## config.mk

```make
export PLATFORM = sky130hd
export DESIGN_NAME = multicycle_ctrl_flat
export DESIGN_NICKNAME = d
export VERILOG_FILES = /design/src/rtl/cpu_ctrl_pkg.sv /design/src/rtl/multicycle_ctrl_if.sv /design/src/rtl/alu_dec.sv /design/src/rtl/multicycle_ctrl.sv /design/src/flat_wrapper.sv
export SDC_FILE = /design/constraint.sdc
export NUM_CORES = 1
export LEC_CHECK = 0
export ABC_CLOCK_PERIOD_IN_PS = 2300
export CAP_MARGIN = 20
export CORE_MARGIN = 4
export CORE_UTILIZATION = 44
export DETAILED_ROUTE_END_ITERATION = 10
export PLACE_DENSITY_LB_ADDON = 0.2
export REMOVE_ABC_BUFFERS = 1
export SYNTH_ARGS = -nofsm -noshare
export SYNTH_HDL_FRONTEND = slang
export SYNTH_HIERARCHICAL = 1
export SYNTH_SLANG_ARGS = --single-unit
```

## constraint.sdc

```tcl
create_clock -name clk -period 2.3 [get_ports clk]
set_clock_uncertainty 0.15 [all_clocks]
set_input_delay 0.23 -clock clk [delete_from_list [all_inputs] [get_ports clk]]
set_output_delay 0.23 -clock clk [all_outputs]
set_load 0.01 [all_outputs]
```

## src/rtl/cpu_ctrl_pkg.sv

```systemverilog
// Shared types and encodings for the multicycle ARM-subset control unit.
package cpu_ctrl_pkg;

   // Controller sequencing states
   typedef enum logic [3:0] {
      StFetch,
      StDecode,
      StMemAdr,
      StMemRd,
      StMemWb,
      StMemWr,
      StExecR,
      StExecI,
      StAluWb,
      StBranch,
      StFault
   } state_e;

   // ALUControl encodings
   typedef enum logic [1:0] {
      AluAdd = 2'b00,
      AluSub = 2'b01,
      AluAnd = 2'b10,
      AluOrr = 2'b11
   } alu_ctrl_e;

   // ALUSrcB mux selects
   localparam logic [1:0] SrcBReg  = 2'b00;
   localparam logic [1:0] SrcBImm  = 2'b01;
   localparam logic [1:0] SrcBFour = 2'b10;

   // ResultSrc mux selects
   localparam logic [1:0] ResAluOut    = 2'b00;
   localparam logic [1:0] ResData      = 2'b01;
   localparam logic [1:0] ResAluResult = 2'b10;

   // Instr[27:26] classes
   localparam logic [1:0] OpDp     = 2'b00;
   localparam logic [1:0] OpMem    = 2'b01;
   localparam logic [1:0] OpBranch = 2'b10;
   localparam logic [1:0] OpUndef  = 2'b11;

   // Data-processing cmd field Funct[4:1]
   localparam logic [3:0] CmdAdd = 4'b0100;
   localparam logic [3:0] CmdSub = 4'b0010;
   localparam logic [3:0] CmdAnd = 4'b0000;
   localparam logic [3:0] CmdOrr = 4'b1100;

endpackage

```

## src/rtl/multicycle_ctrl_if.sv

```systemverilog
// Controller <-> datapath/memory signal bundle.
// Counter ports exist only when PERF_CNT_EN is defined.
interface multicycle_ctrl_if
`ifdef PERF_CNT_EN
   #(parameter int unsigned CNT_W = 32)
`endif
   ;
   logic [1:0] Op;
   logic [5:0] Funct;
   logic [3:0] Rd;
   logic       CondEx;
   logic       mem_ready;
   logic       mem_req;
   logic       IRWrite;
   logic       AdrSrc;
   logic       ALUSrcA;
   logic [1:0] ALUSrcB;
   logic [1:0] ResultSrc;
   logic [1:0] ImmSrc;
   logic [1:0] RegSrc;
   logic [1:0] ALUControl;
   logic [1:0] FlagW;
   logic       RegWrite;
   logic       MemWrite;
   logic       PCWrite;
   logic       fault;
`ifdef PERF_CNT_EN
   logic [CNT_W-1:0] cyc_cnt;
   logic [CNT_W-1:0] instr_cnt;
`endif

   // Controller side
   modport master (
      input  Op, Funct, Rd, CondEx, mem_ready,
      output mem_req, IRWrite, AdrSrc, ALUSrcA, ALUSrcB, ResultSrc, ImmSrc, RegSrc,
             ALUControl, FlagW, RegWrite, MemWrite, PCWrite, fault
`ifdef PERF_CNT_EN
      , output cyc_cnt, instr_cnt
`endif
   );

   // Datapath side
   modport slave (
      output Op, Funct, Rd, CondEx, mem_ready,
      input  mem_req, IRWrite, AdrSrc, ALUSrcA, ALUSrcB, ResultSrc, ImmSrc, RegSrc,
             ALUControl, FlagW, RegWrite, MemWrite, PCWrite, fault
`ifdef PERF_CNT_EN
      , input cyc_cnt, instr_cnt
`endif
   );

endinterface

```

## src/rtl/alu_dec.sv

```systemverilog
// ALU decoder: maps the data-processing cmd field to ALUControl and flag-write
// enables, and flags cmd encodings the ALU cannot perform.
module alu_dec
   import cpu_ctrl_pkg::*;
(
   input  logic [4:0] Funct,      // Funct[4:0]; the I bit is consumed by the FSM
   input  logic       ALUOp,      // high only in execute states
   input  logic       CondEx,
   output logic [1:0] ALUControl,
   output logic [1:0] FlagW,
   output logic       illegal
);

   logic [1:0] alu_ctl;

   // Decode cmd, then let ALUOp choose between decoded op and plain ADD
   always_comb begin
      alu_ctl    = AluAdd;
      illegal    = 1'b0;
      ALUControl = AluAdd;
      FlagW      = 2'b00;
      case (Funct[4:1])
         CmdAdd:  alu_ctl = AluAdd;
         CmdSub:  alu_ctl = AluSub;
         CmdAnd:  alu_ctl = AluAnd;
         CmdOrr:  alu_ctl = AluOrr;
         default: illegal = 1'b1;
      endcase
      if (ALUOp) begin
         ALUControl = alu_ctl;
         FlagW[1]   = Funct[0] & CondEx;
         // C/V only meaningful for arithmetic ops
         FlagW[0]   = Funct[0] & CondEx & ((alu_ctl == AluAdd) | (alu_ctl == AluSub));
      end
   end

endmodule

```

## src/rtl/multicycle_ctrl.sv

```systemverilog
// Multicycle control unit: sequences the shared datapath through
// fetch/decode/execute/writeback, handles memory wait states with a timeout,
// and traps illegal encodings into a sticky fault state.
// Optional performance counters are enabled by defining PERF_CNT_EN.
module multicycle_ctrl
   import cpu_ctrl_pkg::*;
#(
   parameter int unsigned WAIT_MAX = 15
`ifdef PERF_CNT_EN
   ,
   parameter int unsigned CNT_W = 32
`endif
) (
   input logic               clk,
   input logic               rst_n,
   multicycle_ctrl_if.master bus
);

   // Last not-ready cycle count before a timeout trips; ready in that cycle still wins
   localparam logic [7:0] WaitLast = 8'(WAIT_MAX - 1);

   state_e     state_q, state_d;
   logic [7:0] wait_q, wait_d;

   logic       mem_req, ir_write, adr_src, alu_src_a;
   logic [1:0] alu_src_b, result_src;
   logic       reg_write, mem_write, pc_write;
   logic       alu_op, illegal;
   logic [1:0] alu_control, flag_w;
   logic       rd_is_pc;

   assign alu_op   = (state_q == StExecR) | (state_q == StExecI);
   assign rd_is_pc = (bus.Rd == 4'hF);

   alu_dec u_alu_dec (
      .Funct      (bus.Funct[4:0]),
      .ALUOp      (alu_op),
      .CondEx     (bus.CondEx),
      .ALUControl (alu_control),
      .FlagW      (flag_w),
      .illegal    (illegal)
   );

   // State and wait-counter registers with synchronous reset
   always_ff @(posedge clk) begin
      if (!rst_n) begin
         state_q <= StFetch;
         wait_q  <= '0;
      end else begin
         state_q <= state_d;
         wait_q  <= wait_d;
      end
   end

   // Next-state and per-state datapath controls
   always_comb begin
      state_d    = state_q;
      mem_req    = 1'b0;
      ir_write   = 1'b0;
      adr_src    = 1'b0;
      alu_src_a  = 1'b0;
      alu_src_b  = SrcBReg;
      result_src = ResAluOut;
      reg_write  = 1'b0;
      mem_write  = 1'b0;
      pc_write   = 1'b0;
      case (state_q)
         StFetch: begin
            mem_req    = 1'b1;
            alu_src_a  = 1'b1;
            alu_src_b  = SrcBFour;
            result_src = ResAluResult;
            if (bus.mem_ready) begin
               ir_write = 1'b1;
               pc_write = 1'b1;
               state_d  = StDecode;
            end else if (wait_q == WaitLast) begin
               state_d = StFault;
            end
         end
         StDecode: begin
            alu_src_a  = 1'b1;
            alu_src_b  = SrcBFour;
            result_src = ResAluResult;
            case (bus.Op)
               OpDp: begin
                  if (illegal)           state_d = StFault;
                  else if (bus.Funct[5]) state_d = StExecI;
                  else                   state_d = StExecR;
               end
               OpMem:    state_d = StMemAdr;
               OpBranch: state_d = StBranch;
               OpUndef:  state_d = StFault;
            endcase
         end
         StMemAdr: begin
            alu_src_b = SrcBImm;
            state_d   = bus.Funct[0] ? StMemRd : StMemWr;
         end
         StMemRd: begin
            mem_req = 1'b1;
            adr_src = 1'b1;
            if (bus.mem_ready)          state_d = StMemWb;
            else if (wait_q == WaitLast) state_d = StFault;
         end
         StMemWr: begin
            mem_req   = 1'b1;
            adr_src   = 1'b1;
            mem_write = bus.CondEx;
            if (bus.mem_ready)          state_d = StFetch;
            else if (wait_q == WaitLast) state_d = StFault;
         end
         StMemWb: begin
            result_src = ResData;
            reg_write  = bus.CondEx;
            pc_write   = bus.CondEx & rd_is_pc;
            state_d    = StFetch;
         end
         StExecR: state_d = StAluWb;
         StExecI: begin
            alu_src_b = SrcBImm;
            state_d   = StAluWb;
         end
         StAluWb: begin
            result_src = ResAluOut;
            reg_write  = bus.CondEx;
            pc_write   = bus.CondEx & rd_is_pc;
            state_d    = StFetch;
         end
         StBranch: begin
            alu_src_b  = SrcBImm;
            result_src = ResAluResult;
            pc_write   = bus.CondEx;
            state_d    = StFetch;
         end
         StFault: state_d = StFault;
         default: state_d = StFault;
      endcase
   end

   // Count consecutive stalled cycles within one access; any state change clears it
   always_comb begin
      wait_d = '0;
      if (mem_req && !bus.mem_ready && (state_d == state_q)) begin
         wait_d = wait_q + 8'd1;
      end
   end

   // Enables are forced low while reset is held so an aborted access writes nothing
   assign bus.mem_req    = mem_req & rst_n;
   assign bus.IRWrite    = ir_write & rst_n;
   assign bus.RegWrite   = reg_write & rst_n;
   assign bus.MemWrite   = mem_write & rst_n;
   assign bus.PCWrite    = pc_write & rst_n;
   assign bus.FlagW      = rst_n ? flag_w : 2'b00;
   assign bus.AdrSrc     = adr_src;
   assign bus.ALUSrcA    = alu_src_a;
   assign bus.ALUSrcB    = alu_src_b;
   assign bus.ResultSrc  = result_src;
   assign bus.ALUControl = alu_control;
   assign bus.ImmSrc     = bus.Op;
   assign bus.RegSrc     = {bus.Op == OpBranch, bus.Op == OpMem};
   assign bus.fault      = (state_q == StFault);

`ifdef PERF_CNT_EN
   logic [CNT_W-1:0] cyc_cnt_q, cyc_cnt_d, instr_cnt_q, instr_cnt_d;
   logic             instr_done;

   assign instr_done = (state_d == StFetch) &&
                       ((state_q == StMemWb) || (state_q == StMemWr) ||
                        (state_q == StAluWb) || (state_q == StBranch));

   // Counter next-state; both wrap naturally
   always_comb begin
      cyc_cnt_d   = cyc_cnt_q + 1'b1;
      instr_cnt_d = instr_cnt_q + (instr_done ? 1'b1 : 1'b0);
   end

   // Counter registers, cleared by reset
   always_ff @(posedge clk) begin
      if (!rst_n) begin
         cyc_cnt_q   <= '0;
         instr_cnt_q <= '0;
      end else begin
         cyc_cnt_q   <= cyc_cnt_d;
         instr_cnt_q <= instr_cnt_d;
      end
   end

   assign bus.cyc_cnt   = cyc_cnt_q;
   assign bus.instr_cnt = instr_cnt_q;
`endif

endmodule

```

## src/flat_wrapper.sv

```systemverilog
// flat-port wrapper written by rule: the top's interface ports become plain ports
module multicycle_ctrl_flat import cpu_ctrl_pkg::*;
#(
   parameter int unsigned WAIT_MAX = 15

)
  (clk, rst_n, bus_Op, bus_Funct, bus_Rd, bus_CondEx, bus_mem_ready, bus_mem_req, bus_IRWrite, bus_AdrSrc, bus_ALUSrcA, bus_ALUSrcB, bus_ResultSrc, bus_ImmSrc, bus_RegSrc, bus_ALUControl, bus_FlagW, bus_RegWrite, bus_MemWrite, bus_PCWrite, bus_fault);
  multicycle_ctrl_if bus_i ();
  input logic clk;
  input logic rst_n;
  input wire logic [$bits(bus_i.Op)-1:0] bus_Op;
  input wire logic [$bits(bus_i.Funct)-1:0] bus_Funct;
  input wire logic [$bits(bus_i.Rd)-1:0] bus_Rd;
  input wire logic [$bits(bus_i.CondEx)-1:0] bus_CondEx;
  input wire logic [$bits(bus_i.mem_ready)-1:0] bus_mem_ready;
  output wire logic [$bits(bus_i.mem_req)-1:0] bus_mem_req;
  output wire logic [$bits(bus_i.IRWrite)-1:0] bus_IRWrite;
  output wire logic [$bits(bus_i.AdrSrc)-1:0] bus_AdrSrc;
  output wire logic [$bits(bus_i.ALUSrcA)-1:0] bus_ALUSrcA;
  output wire logic [$bits(bus_i.ALUSrcB)-1:0] bus_ALUSrcB;
  output wire logic [$bits(bus_i.ResultSrc)-1:0] bus_ResultSrc;
  output wire logic [$bits(bus_i.ImmSrc)-1:0] bus_ImmSrc;
  output wire logic [$bits(bus_i.RegSrc)-1:0] bus_RegSrc;
  output wire logic [$bits(bus_i.ALUControl)-1:0] bus_ALUControl;
  output wire logic [$bits(bus_i.FlagW)-1:0] bus_FlagW;
  output wire logic [$bits(bus_i.RegWrite)-1:0] bus_RegWrite;
  output wire logic [$bits(bus_i.MemWrite)-1:0] bus_MemWrite;
  output wire logic [$bits(bus_i.PCWrite)-1:0] bus_PCWrite;
  output wire logic [$bits(bus_i.fault)-1:0] bus_fault;
  assign bus_i.Op = bus_Op;
  assign bus_i.Funct = bus_Funct;
  assign bus_i.Rd = bus_Rd;
  assign bus_i.CondEx = bus_CondEx;
  assign bus_i.mem_ready = bus_mem_ready;
  assign bus_mem_req = bus_i.mem_req;
  assign bus_IRWrite = bus_i.IRWrite;
  assign bus_AdrSrc = bus_i.AdrSrc;
  assign bus_ALUSrcA = bus_i.ALUSrcA;
  assign bus_ALUSrcB = bus_i.ALUSrcB;
  assign bus_ResultSrc = bus_i.ResultSrc;
  assign bus_ImmSrc = bus_i.ImmSrc;
  assign bus_RegSrc = bus_i.RegSrc;
  assign bus_ALUControl = bus_i.ALUControl;
  assign bus_FlagW = bus_i.FlagW;
  assign bus_RegWrite = bus_i.RegWrite;
  assign bus_MemWrite = bus_i.MemWrite;
  assign bus_PCWrite = bus_i.PCWrite;
  assign bus_fault = bus_i.fault;
  multicycle_ctrl #(.WAIT_MAX(WAIT_MAX)) u_core (.clk(clk), .rst_n(rst_n), .bus(bus_i));
endmodule
```

==> metrics.md <==
| Metric | Value |
|---|---|
| Post-Layout Cell Count | `200` |
| Fin. Hold Viols | `0` |
| CP required | `approximately 1900 ps` |
| Final ANT Viol Nets | `0` |
| Max-cap viol count | `0` |
| Pwr Density | `723 nW/um^2` |
| Routability cong. | `0.879` |
| Area share of the leading cell type in the synthesized netlist | `0.246` |
| Final Routed Wirelength | `2.77 mm` |
| Inst Count DP | `195` |
| Post-Syn Area per Cell | `7.62 sq um` |
| Peak VDD IR | `0.000543 V` |
| Final min period | `~2200 ps` |
| Netlist cell types | `46` |
| Global Route Usage Sum | `0.206` |
| Routed via count | `between 1000 and 1500` |
| Synthesized area | `just under 1000 sq um` |
| Data arrival, critical path | `1850 ps` |
| Main synth FF type | `dfxtp_1` |
| R2R Setup Slk | `520 ps` |
| Clk_lat worst skew | `270 ps` |
| R2R cell count | `6` |
| Utilization after layout | `0.719` |
| Die X | `55.1 um` |
| Post-layout nets | `192` |
| Number of synthesis warnings | `6` |
| # diodes | `0` |
| Core Area | `2040 sq um` |
| Chip height | `55.1 um` |
| Maximum number of pins on one net before global-route repair | `11` |
| Critical Path End | `bus_MemWrite` |
| Clock slew at reported path FFs | `approximately 70 ps` |
| Status | `complete, no violations` |
| RSZ-0062 raised after global routing | `false` |
| Worst slew pin tran | `498 ps` |
| Crit path from | `u_core/state_q[0]` |
| Die area | `3040 sq um` |
| Clock Sinks | `12` |
| DP HPWL | `2.20 mm` |
| First-pass GRT wire length | `4.61 mm` |
| Type of origin of the critical path | `flop` |
| Asr flop ratio synth | `0` |
| Worst-case clock buffer depth | `2` |
| Worst path max stage delay | `570 ps` |
| # rows | `16` |
| Critical path, cell by cell | `buf_4 > nand2b_1 > buf_4 > nor3_1 > clkdlybuf4s50_1` |
| Area leader, netlist | `dfxtp_1` |
| Crit Reg-Reg Endpoint | `u_core/state_q[2]` |
| Initial antenna violation count | `0` |
| Port bufs | `35` |
| Drt pass-1 iters | `4` |
| Achievable frequency | `between 400 and 500 MHz` |
| Critical path peak fanout | `9` |
| Post-synth EDFFs | `0` |
| Worst slack, placed | `-237 ps` |
| Leak pwr | `between 0.6 and 0.7 nW` |
| Tcrit/Tclk final | `0.969` |
| Via density | `5.55` |
| Level count of the clock H-tree | `1` |
| Gr ovfl total | `0` |
| Cell mode on critical path | `buf_4` |
| DR WL/cell | `13.8 um` |
| Starting Density | `0.478` |
| TritonCTS clock tree | `yes` |
| Layout area overhead | `50.4%` |
| Synth Instances | `between 100 and 150` |
| Fin. max-slew vios | `0` |
| Crit path kind | `flop to output pin` |
| Slowest CP cell | `clkdlybuf4s50_1` |
| Hold Slack | `381 ps` |
| Yosys reg bits | `12` |
| Clock root cell | `clkbuf_4` |
| Synth top area cells | `dfxtp_1, nor3_1, xor2_1` |
| Final setup margin | `between 70 and 80 ps` |
| I/O Pins | `36` |
| RR Startpoint | `u_core/state_q[0]` |
| Final setup violation count | `0` |
| Share of layout cells above drive strength 1 | `0.191` |
| Fill count | `183` |
| Vias in the first global route | `between 1000 and 1500` |
| Relative slew slack | `0.665` |
| Critical Path End Type | `output pin` |
| DRC viols | `0` |
| CTS Buf Count | `3` |
| DR iter-0 viols | `35` |
| Sequential area share after synthesis | `0.246` |
| Worst hold path class | `flop to flop` |
==> metal layers <==
layer | vias to the layer above | share of wire | GRT usage
met5 | - | 0 | 0
met4 | 0 | 0 | 0.0283
met3 | 0 | 0.061 | 0.0536
met2 | 44 | 0.51 | 0.382
met1 | 516 | 0.43 | 0.241
li1 | 550 | - | -
==> worst min-delay path by stage <==
stage	start	end	slack, ps	cells past startpoint
after global routing	u_core/wait_q[0]	u_core/wait_q[0]	390	1
final	u_core/wait_q[0]	u_core/wait_q[0]	380	1
after CTS	u_core/wait_q[0]	u_core/wait_q[0]	380	1
after detailed placement	u_core/wait_q[0]	u_core/wait_q[0]	370	1
after global placement	u_core/wait_q[0]	u_core/wait_q[0]	360	1
after floorplan	rst_n	u_core/state_q[2]	200	1
==> placed cells by master (no fill, tap or decap), types with 2 or more instances in the layout <==
cell type        netlist  final
o31a_2                 2      2
inv_1                  5      5
xnor2_1                2      2
dlygate4sd2_1          0      2
and2_1                 3      3
xor2_1                 7      7
nand3_1                7      7
and3_4                 0      2
o21ai_0                6      6
nor2b_1                2      2
buf_4                  2     13
clkbuf_4               0      3
nand2_1                5      5
clkdlybuf4s50_1        0     30
nor2_1                10      9
dfxtp_1               12      9
and3_1                 7      5
ha_1                   2      2
nor3_1                14     14
o21bai_1               2      2
dfxtp_2                0      3
a21oi_1                3      3
dlymetal6s2s_1         0      2
nand2b_1               6      6
==> repair_timing <==
item,4_1_cts,5_1_grt
pin swaps,0,0
hold buffers,0,0
endpoints found under the setup margin,7,5
setup buffers,1,0
resized for setup,8,7
==> layout make-up <==
type	count	area, sq um	share of cell area
clock buffers	4	36.3	0.0247
multi-input cells	102	674	0.460
inverters	6	22.5	0.0153
well taps	27	33.8	0.0230
repair buffers	49	457	0.311
flip-flops and latches	12	244	0.166
==> Yosys cell counts (3+ instances only) <==
| library cell | number |
|---|---|
| nor3_1 | 14 |
| dfxtp_1 | 12 |
| nor2_1 | 10 |
| and3_1 | 7 |
| nand3_1 | 7 |
| xor2_1 | 7 |
| nand2b_1 | 6 |
| o21ai_0 | 6 |
| inv_1 | 5 |
| nand2_1 | 5 |
| a21oi_1 | 3 |
| and2_1 | 3 |
==> sequential cells by signal (all words and copies together), names as in the netlist <==
register	flops
u_core/state_q	4
u_core/wait_q	8
==> cell families (layout without fill, tap and decap cells) <==
kind of cell               after synthesis  in the layout  synth area share
xor gates and xnor gates                 9              9            0.0808
and+or+nand+nor                         65             65             0.368
DFF                                     12             12             0.246
buffers and inverters                   14             59            0.0795
muxes                                    1              1            0.0103
AOI/OAI and AO/OA                       25             25             0.190
adders and majority gates                2              2            0.0256
==> worst max-delay path: cells and delay by family, from the launching register on <==
family                 cells  cell delay, ps
buffers and inverters      3             910
flip-flops                 1             410
AND/OR/NAND/NOR            2             260
==> report_power, final <==
group / internal [mW] / switching (mW)
combinational: 0.320 / 0.288
clock: 0.0963 / 0.0679
sequential: 0.239 / 0.0490
==> metrics by stage <==
step                setup TNS, ps  power [mW]  instance area, sq um
global placement             -154       0.845                  1400
detailed placement           -237       0.862                  1400
floorplan                       0       0.564                   921
finish                          0        1.06                  1470
CTS                             0        1.06                  1460
global route                    0        1.13                  1470
Note: power is estimated with default switching activity, not from simulation.
